## src/rtl/ped_crossing_ctrl.sv

```systemverilog
// ============================================================================
// Module   : ped_crossing_ctrl
// Function : Pedestrian WALK/DON'T WALK controller fed by the traffic-light FSM.
// Revision : 1.0 - initial release
// ============================================================================
`default_nettype none

module ped_crossing_ctrl #(
    parameter int WALK_CYCLES  = 10,
    parameter int FLASH_CYCLES = 6,
    parameter int CNT_W        = 8
) (
    input  logic             clk,
    input  logic             reset,
    input  logic             red,
    input  logic             yellow,
    input  logic             green,
    input  logic             ped_btn,
    output logic             walk,
    output logic             dont_walk,
    output logic             ped_wait,
    output logic [CNT_W-1:0] countdown,
    output logic             err
);

    localparam logic [1:0] c_st_idle  = 2'd0;
    localparam logic [1:0] c_st_pend  = 2'd1;
    localparam logic [1:0] c_st_walk  = 2'd2;
    localparam logic [1:0] c_st_flash = 2'd3;

    localparam logic [CNT_W-1:0] c_cnt_load  = CNT_W'(WALK_CYCLES + FLASH_CYCLES - 1);
    localparam logic [CNT_W-1:0] c_flash_top = CNT_W'(FLASH_CYCLES);
    localparam logic [CNT_W-1:0] c_cnt_one   = CNT_W'(1);
    // Parity of the countdown on the first FLASH cycle, where walk must read 0.
    localparam logic             c_flash_ph  = ((FLASH_CYCLES - 1) % 2) != 0;

    logic [1:0]       r_state;
    logic [1:0]       w_state_next;
    logic [CNT_W-1:0] r_cnt;
    logic [CNT_W-1:0] w_cnt_next;
    logic             r_red_q;
    logic             r_err;
    logic             w_legal;
    logic             w_off;
    logic             w_red_rise;

    assign w_legal    = !((red & yellow) | (red & green) | (yellow & green));
    assign w_off      = !(red | yellow | green);
    assign w_red_rise = red & ~r_red_q;

    always_ff @(posedge clk) begin
        if (reset) begin
            r_state <= c_st_idle;
            r_cnt   <= '0;
            r_red_q <= 1'b0;
            r_err   <= 1'b0;
        end else begin
            r_state <= w_state_next;
            r_cnt   <= w_cnt_next;
            r_red_q <= red;
            if (!w_legal) begin
                r_err <= 1'b1;
            end
        end
    end

    // Countdown is zero unless the next state is WALK or FLASH.
    always_comb begin
        w_state_next = r_state;
        w_cnt_next   = '0;
        if (!w_legal) begin
            w_state_next = c_st_idle;
        end else begin
            case (r_state)
                c_st_idle: begin
                    if (ped_btn && !w_off) begin
                        w_state_next = c_st_pend;
                    end
                end
                c_st_pend: begin
                    if (w_off) begin
                        w_state_next = c_st_idle;
                    end else if (w_red_rise) begin
                        w_state_next = c_st_walk;
                        w_cnt_next   = c_cnt_load;
                    end
                end
                c_st_walk: begin
                    if (!red) begin
                        w_state_next = c_st_idle;
                    end else begin
                        w_cnt_next = r_cnt - c_cnt_one;
                        if (r_cnt == c_flash_top) begin
                            w_state_next = c_st_flash;
                        end
                    end
                end
                c_st_flash: begin
                    if (!red || (r_cnt == '0)) begin
                        w_state_next = c_st_idle;
                    end else begin
                        w_cnt_next = r_cnt - c_cnt_one;
                    end
                end
                default: begin
                    w_state_next = c_st_idle;
                end
            endcase
        end
    end

    always_comb begin
        walk      = 1'b0;
        dont_walk = 1'b1;
        ped_wait  = 1'b0;
        case (r_state)
            c_st_pend: begin
                ped_wait = 1'b1;
            end
            c_st_walk: begin
                walk      = 1'b1;
                dont_walk = 1'b0;
            end
            c_st_flash: begin
                walk      = r_cnt[0] ^ c_flash_ph;
                dont_walk = 1'b0;
            end
            default: begin
                walk      = 1'b0;
                dont_walk = 1'b1;
            end
        endcase
    end

    assign countdown = r_cnt;
    assign err       = r_err;

endmodule

`default_nettype wire

```

## config.mk

```make
export PLATFORM = sky130hd
export DESIGN_NAME = ped_crossing_ctrl
export DESIGN_NICKNAME = d
export VERILOG_FILES = /design/src/rtl/ped_crossing_ctrl.sv
export SDC_FILE = /design/constraint.sdc
export NUM_CORES = 1
export LEC_CHECK = 0
export ABC_AREA = 1
export CAP_MARGIN = 20
export CORE_UTILIZATION = 46
export DETAILED_ROUTE_END_ITERATION = 8
export PLACE_DENSITY = 0.87
export SKIP_LAST_GASP = 1
export SYNTH_ARGS = -nofsm -noshare
export SYNTH_HDL_FRONTEND = slang
export SYNTH_SLANG_ARGS = --single-unit
```

## constraint.sdc

```tcl
create_clock -name clk -period 1.3 [get_ports clk]
set_input_delay 0.195 -clock clk [delete_from_list [all_inputs] [get_ports clk]]
set_output_delay 0.195 -clock clk [all_outputs]
set_load 0.02 [all_outputs]
```

# Yosys cells after proc, flatten, opt, wreduce, memory -nomap -nowiden
# Cells that the tools add are included.
[word_totals] reg_bits=12 output_inout_bits=12 wordCells=46
[classes] addsub=1 n_eq_ne=8 muxes=15 bitwise_logic=10 n_reduce_logical=8
[op_table] operator="$pmux 8 s3" n=1
[op_table] operator="$mux 8" n=2
[op_table] operator="$mux 2" n=6
[op_table] operator="$eq 8x3->1 const B" n=1
[op_table] operator="$logic_not 8->1" n=1
[op_table] operator="$mux 4" n=2
[op_table] operator="$pmux 2 s4" n=1
[op_table] operator="$sub 8x1->8 const B" n=1
[op_table] operator="$ne 3x3->1 const B" n=2
[op_table] operator="$and 1x1->1" n=4
[op_table] operator="$eq 2x2->1 const B" n=2
[op_table] operator="$ne 2x2->1 const B" n=2
[op_table] operator="$or 1x1->1" n=4
[op_table] operator="$reduce_and 4->1" n=1
[op_table] operator="$reduce_or 2->1" n=2
[op_table] operator="$eq 2x1->1 const B" n=1
[op_table] operator="$logic_not 2->1" n=1
[op_table] operator="$mux 1" n=2
[op_table] operator="$not 1->1" n=2
[op_table] operator="$pmux 1 s2" n=1
[op_table] operator="$logic_and 1x1->1" n=1
[op_table] operator="$logic_not 1->1" n=1
[op_table] operator="$logic_or 1x1->1" n=1

# Longest topological paths before layout
[depth] ltp_word=5 depth_mapped=9

# Least setup slack after synthesis
# No wires, ideal clock.
[synth_timing] path_kind="register -> register" start="register r_cnt[0] (netlist: countdown[0])" end="register r_cnt[0] (netlist: countdown[0])" setup_ns=0.069 arrival_time_ns=1.277 setup_slack_ns=-0.047 path_stages_with_launch=8 path_buffers=0 period_less_slack_ns=1.347 path_cell_list="dfxtp_1 > inv_1 > ha_1 > nand2_1 > o21bai_2 > nand2_1 > nand3_4 > o21ai_1"
[synth_between] elab_chain_len=4 word_cells_on_any_way=6 cone_classes="1 x add/sub; 3 x mux; 2 x reduce/logical"
[synth_rtl] item="from (decl)" line="39" text="logic [CNT_W-1:0] r_cnt;"
[synth_rtl] item="from (signal assigned)" line="59" text="r_cnt <= w_cnt_next;"
[synth_rtl] item="parallel branches: the longest is 3 deep, another holds $sub 8x1->8"
[synth_rtl] item="$pmux 8 s3 *" line="74" text="case (r_state)"
# Mark *: on every way between the ends.
# A chain may end at the register's enable or synchronous reset.

# Final worst setup path
[layout_timing] start="register r_cnt[0] (netlist: countdown[0])" end="register r_state[1]"
[layout_between] elab_chain_len=4 word_cells_on_any_way=6 cone_classes="3 x eq/ne; 3 x reduce/logical"
[layout_rtl] item="$logic_not 8->1" line="99" text="if (!red || (r_cnt == '0)) begin"
[layout_rtl] item="$logic_or 1x1->1" line="99"
[layout_rtl] item="$ne 2x2->1 (no line)"
[layout_rtl] item="$reduce_and 4->1 (no line) *"
[layout_rtl] item="to (signal assigned)" line="53" text="r_state <= c_st_idle;"
[layout_rtl] item="to (signal assigned)" line="58" text="r_state <= w_state_next;"
[layout_rtl] item="to (decl)" line="37" text="logic [1:0] r_state;"
# Mark *: on every way between the ends. The rest lies on a longest branch, timed or not.

==> results.tsv <==
metric	value	unit
synth_warnings	0	
fmax	772	MHz
synth-edff-count	0	
seqCellArea	245	sq um
worstSetupPathType	register to register	
drc	0	
viasPerCell	5.14	
syn_area	672	sq um
critPathLaunchType	register	
grt_usage	0.233	
instances_no_fill	140	
clock_sinks	12	
synthesis.nets	102	
yosysMostFrequentCell	nor2_1	
clockBufferDepth	2	
cp_max_fo	4	
drive_above_1_share	0.328	
io_buffers	17	
p_leak	0.533	nW
ir_drop	0.606	mV
clk_pin_slew	70	ps
grt_start_max_net_pins	9	
hold_path.class	input pin to register	
num_rows	13	
power_density	845	nW/um^2
cts_root_buf	clkbuf_4	
synth_ff_type	dfxtp_1	
synth_area_per_cell	7.22	sq um
firstDrtPassIters	4	
ys_ff_latch	12	
grt_busiest_layer	met2	
final.setup.worst_slack	4.96	ps
hold_viol_final	0	
rsz0062_at_grt	yes	
grt_pass1_vias	605	
yosys-top-cells-count	nor2_1 (22), dfxtp_1 (12), nand2_1 (11)	
period_share	0.996	
synthToLayoutAreaGrowth	46.9	%
gp_congestion	0.845	
drtAntennaViolNets	0	
yosysTopAreaCell	dfxtp_1	
die_area	1620	sq um
grt_antenna_before_repair	0	
synth_area_leaders	dfxtp_1 (36%), nor2_1 (12%), nand2_1 (6.1%), nand3_1 (6.0%), ha_1 (5.6%)	
grtUsageMet3	0.0333	
num_io_pins	18	
htreeDepth	1	
hpwl	1210	um
max_slew.worst_pin.slew	258	ps
period_minus_slack	1300	ps
use_met1	0.257	
fillCellCount	110	
numCtsBuffers	3	
vias	719	
maxCapViolations	0	
dp_slack	-218	ps
antenna_cells	0	
max_slew_margin	0.828	
worstPathRequired	1510	ps
ys_seq_area_frac	0.358	
drt-wirelength-per-cell	12.1	um
synthArstFlopShare	0	
gr-usage-met2	0.403	
crit_path_end_kind	register	
grt_pass1_wl	2390	um
netlist_instances	93	
slew_violations	0	
core-area	1330	sq um
status	finished clean	
layout.nets	136	
yosysUniqueCellTypes	18	
setup_viol_count_final	0	
multi_input_area	420	sq um
routed_wirelength	1690	um
crit_arrival	1510	ps
die_y	40.2	um
initial_core_util	0.504	
place_inst	136	
grt_overflow	0	
clock_skew	3.37	ps
drtIter0Drc	8	
die_x	40.2	um
cts_tree	built	
ctsHoldBuffers	0	
synth.top_cell.area_share	0.358	
clock_latency	280	ps
routing by layer:
layer / routed length, um / vias to the layer above / part of all wire
met1: 659 / 320 / 0.39
met4: 43 / 0 / 0.025
met3: 80 / 5 / 0.047
met5: 0 / - / 0
met2: 907 / 30 / 0.54
li1: - / 364 / -
cells in the final DEF, fill, tap and decap left out:
cell type / n
o21ai_1: 2
nand3b_1: 1
nand3_2: 3
xor2_1: 3
nand2_1: 11
o21ai_2: 3
nor3_1: 1
clkdlybuf4s50_1: 4
dlygate4sd2_1: 9
a21oi_1: 5
clkbuf_4: 3
ha_2: 1
nand3_1: 5
dfxtp_1: 8
nand2_2: 2
ha_1: 2
dfxtp_2: 4
nor2_1: 20
clkbuf_2: 2
a31oi_1: 1
o21bai_2: 1
inv_2: 1
nand3_4: 1
xnor2_1: 2
dlymetal6s2s_1: 1
inv_1: 9
clkdlybuf4s15_2: 1
nor2_2: 7
buf_4: 12
flip-flops by register name, indices dropped and copies added, names as in the netlist:
signal and count:
countdown 8, r_red_q 1, err 1, r_state 2
through the flow:
stage	TNS [ps]	instance area (sq um)	total power [mW]	utilization	hold WS [ps]
2_1_floorplan	0	673	0.513	-	267
6_report	0	987	0.834	0.740	404
3_3_place_gp	-1710	945	0.604	0.708	439
5_1_grt	-354	987	0.871	0.740	412
4_1_cts	-39.4	957	0.829	0.718	452
3_5_place_dp	-2070	945	0.608	0.708	445
worst max-delay path: stages (launching register included):
cell	delay, ps
dfxtp_2	340
inv_2	70
ha_1	190
nand3_2	100
o21ai_2	180
nand2_1	90
nor2_2	130
nor2_1	50
nor2_1	90
power breakdown:
part	total, mW	leakage (nW)	internal, mW	switching [mW]
clock network	0.229	0.0138	0.107	0.121
registers	0.391	0.0994	0.381	0.0103
logic	0.214	0.420	0.0960	0.118
final timing paths:
kind / from / end / slack, ps / cells past startpoint
worst max-delay path: countdown[0]$_SDFF_PP0_ / r_state[1]$_SDFFE_PP0P_ / 5 / 8
worst min-delay path: red / r_red_q$_SDFF_PP0_ / 400 / 4
worst max register to register: countdown[0]$_SDFF_PP0_ / r_state[1]$_SDFFE_PP0P_ / 5 / 8
worst min register to register: countdown[0]$_SDFF_PP0_ / countdown[0]$_SDFF_PP0_ / 470 / 1
kinds of logic (layout without fill, tap and decap cells):
family | Yosys count | count (layout) | share of synthesized area
buf+inv | 10 | 42 | 0.0559
compound gates | 12 | 12 | 0.112
fa+ha+maj | 3 | 3 | 0.0559
flops | 12 | 12 | 0.358
simple gates | 51 | 51 | 0.354
xor+xnor | 5 | 5 | 0.0652
layout make-up:
type / count / area share
Sequential cell: 12 / 0.248
Tap cell: 15 / 0.0190
Multi-Input combinational cell: 71 / 0.426
Timing Repair Buffer: 29 / 0.246
Clock buffer: 3 / 0.0228
Inverter: 10 / 0.0380
repair_timing:
action / in CTS / in global routing
pin swaps: 1 / 3
resized for setup: 16 / 14
setup endpoints to repair: 13 / 14
buffers inserted: 0 / 1
Note: power is estimated with default switching activity, not from simulation.
==> edit (same settings) <==
`CNT_W`: 8 -> 12.
--- a/src/rtl/ped_crossing_ctrl.sv
+++ b/src/rtl/ped_crossing_ctrl.sv
@@ -10,3 +10,3 @@
     parameter int FLASH_CYCLES = 6,
-    parameter int CNT_W        = 8
+    parameter int CNT_W        = 12
 ) (
Interface: changed (resized countdown); port bits go from 18 to 22. The function was not compared with the original's and may differ.
==> edit against the unedited design <==
The run now ends with negative setup slack left; global-route usage up 2.8 points; count of clock-buffer cells in the layout unchanged; setup slack worse by 57 ps; power up 17%; wire length up 51%; cell area up 46%; area after synthesis up 33%; sequential cell count up 4; critical endpoint is now countdown[11]$_SDFF_PP0_; largest cell class unchanged; largest power group unchanged.
==> edit: results (changes against the unedited design) <==
syn nets=131 (was 102); Longest Clk Path Bufs=2 (unchanged); dominant synthesized flop cell=dfxtp_1 (unchanged); clock root buffer=clkbuf_4 (unchanged); Total Routed Length=2559 um (was 1690 um); cell leakage power=0.0007973 uW (was 0.0005332 uW); hold path startpoint=red (unchanged); reg-to-reg endpoint=countdown[11]$_SDFF_PP0_ (was r_state[1]$_SDFFE_PP0P_); initial antenna violation count=0 (unchanged); violated checks=negative setup slack; Yosys cell types=24 (was 18); yosys warns=0 (unchanged); Final Skew=10.08 ps (was 3.368 ps); drt first pass iters=4 (unchanged); largest net degree at the start of global routing=9 (unchanged); asr flop ratio synth=0 (unchanged); grt met2 use=0.4817 (was 0.4032); worst reg-to-reg path cell count=8 (unchanged); met1 usage=0.2806 (was 0.2567); setup ws final=-52.25 ps (was 4.958 ps); register area share after synthesis=0.3590 (was 0.3575); Int Pwr=697.4 uW (was 584.7 uW); synth cell count leaders=24 x nor2_1, 18 x nand2_1, 16 x dfxtp_1 (was 22 x nor2_1, 12 x dfxtp_1, 11 x nand2_1); highest metal used=met4 (unchanged); clk slew on worst S/H paths=100 ps (was 70 ps); clk_lat worst skew=300 ps (was 280 ps); routed wl met2=1346 um (was 907 um); detailed-routing wirelength on met1=977 um (was 659 um); top post-synthesis cells by area=dfxtp_1 36%, nor2_1 10%, nand2_1 7.6% (was dfxtp_1 36%, nor2_1 12%, nand2_1 6.1%); Antenna Cells=0 (unchanged); hpwl dp=1649 um (was 1211 um); CP endpoint kind=register (unchanged); CP max FO=3 (was 4); Num CTS Buffers=3 (unchanged); CP startpoint=countdown[1]$_SDFF_PP0_ (was countdown[0]$_SDFF_PP0_); Layout Nets=180 (was 136); first-pass GRT wire length=3877 um (was 2394 um); met3 WL=124 um (was 80 um); share of layout cells above drive strength 1=0.4615 (was 0.3280); VDD IR max=0.0005135 V (was 0.0006063 V); # setup viols final=7 (was 0); # H-tree levels=1 (unchanged); Slew HR=0.7939 (was 0.8278); Vias=998 (was 719); Final ANT Viol Nets=0 (unchanged); CP Data Arrival Time=1590 ps (was 1510 ps); post-CTS repair timing setup buffer count=0 (unchanged); PortBufs=21 (was 17); GRT Total Usage=0.2604 (was 0.2328); drt first-iter violations=14 (was 8); status=complete, but fails checks (was completed); vias in the first global route=960 (was 605); max reg flops=12 (was 8); M3 GR Usage=0.04365 (was 0.03333); Hold Path Class=input port to register (unchanged); global placement routability congestion=0.8153 (was 0.8448); post-CTS sizing=30 (was 16)
-- edit: cells by family after synthesis --
logic type,after synthesis,synth area share
fa+ha+maj,3,0.04208
buf+inv,19,0.08836
xor+xnor,8,0.07854
simple gates,68,0.3801
compound gates,8,0.05189
flops,16,0.3590
-- edit: power by group through the flow --
stage | combinational (uW) | clock (uW) | sequential, uW
4_1_cts | 186 | 263 | 508
2_1_floorplan | 94.4 | 0 | 524
3_3_place_gp | 177 | 0 | 518
6_report | 199 | 271 | 504
3_5_place_dp | 183 | 0 | 519
5_1_grt | 217 | 292 | 506
-- edit: stage by stage --
stage	area [um^2]	total power, uW	setup TNS (ps)	worst slack (ps)	cells
after floorplan	902.1	617.9	-4.139	-4.139	122
after global placement	1282	695.0	-2721	-244.0	187
after detailed placement	1282	701.5	-3713	-344.9	187
after CTS	1336	957.5	-76.27	-34.97	191
after global routing	1438	1016	-730.3	-112.6	194
final	1438	973.6	-178.7	-52.25	194
-- edit: cell type report --
class	instances	area, um^2
clock buffers	3	22.52
repair buffers	44	360.3
multi-input cells	88	608.1
inverters	18	75.07
well taps	25	31.28
fillers	117	326.6
flip-flops and latches	16	340.3
-- edit: worst max-delay path, stage by stage (launching register included) --
cell and delay (ps):
dfxtp_2 350, inv_4 100, buf_4 120, nand4_1 170, nor3_4 270, nand2_1 90
nand2_1 60, nand2_1 60, nor2_1 70
-- edit: worst min-delay path by stage --
stage	to	slack, ps	cells after the start
3_5_place_dp	err$_SDFFE_PP0P_	460	2
3_3_place_gp	err$_SDFFE_PP0P_	460	2
5_1_grt	r_red_q$_SDFF_PP0_	370	4
2_1_floorplan	err$_SDFFE_PP0P_	270	1
6_report	r_red_q$_SDFF_PP0_	360	4
4_1_cts	err$_SDFFE_PP0P_	490	2
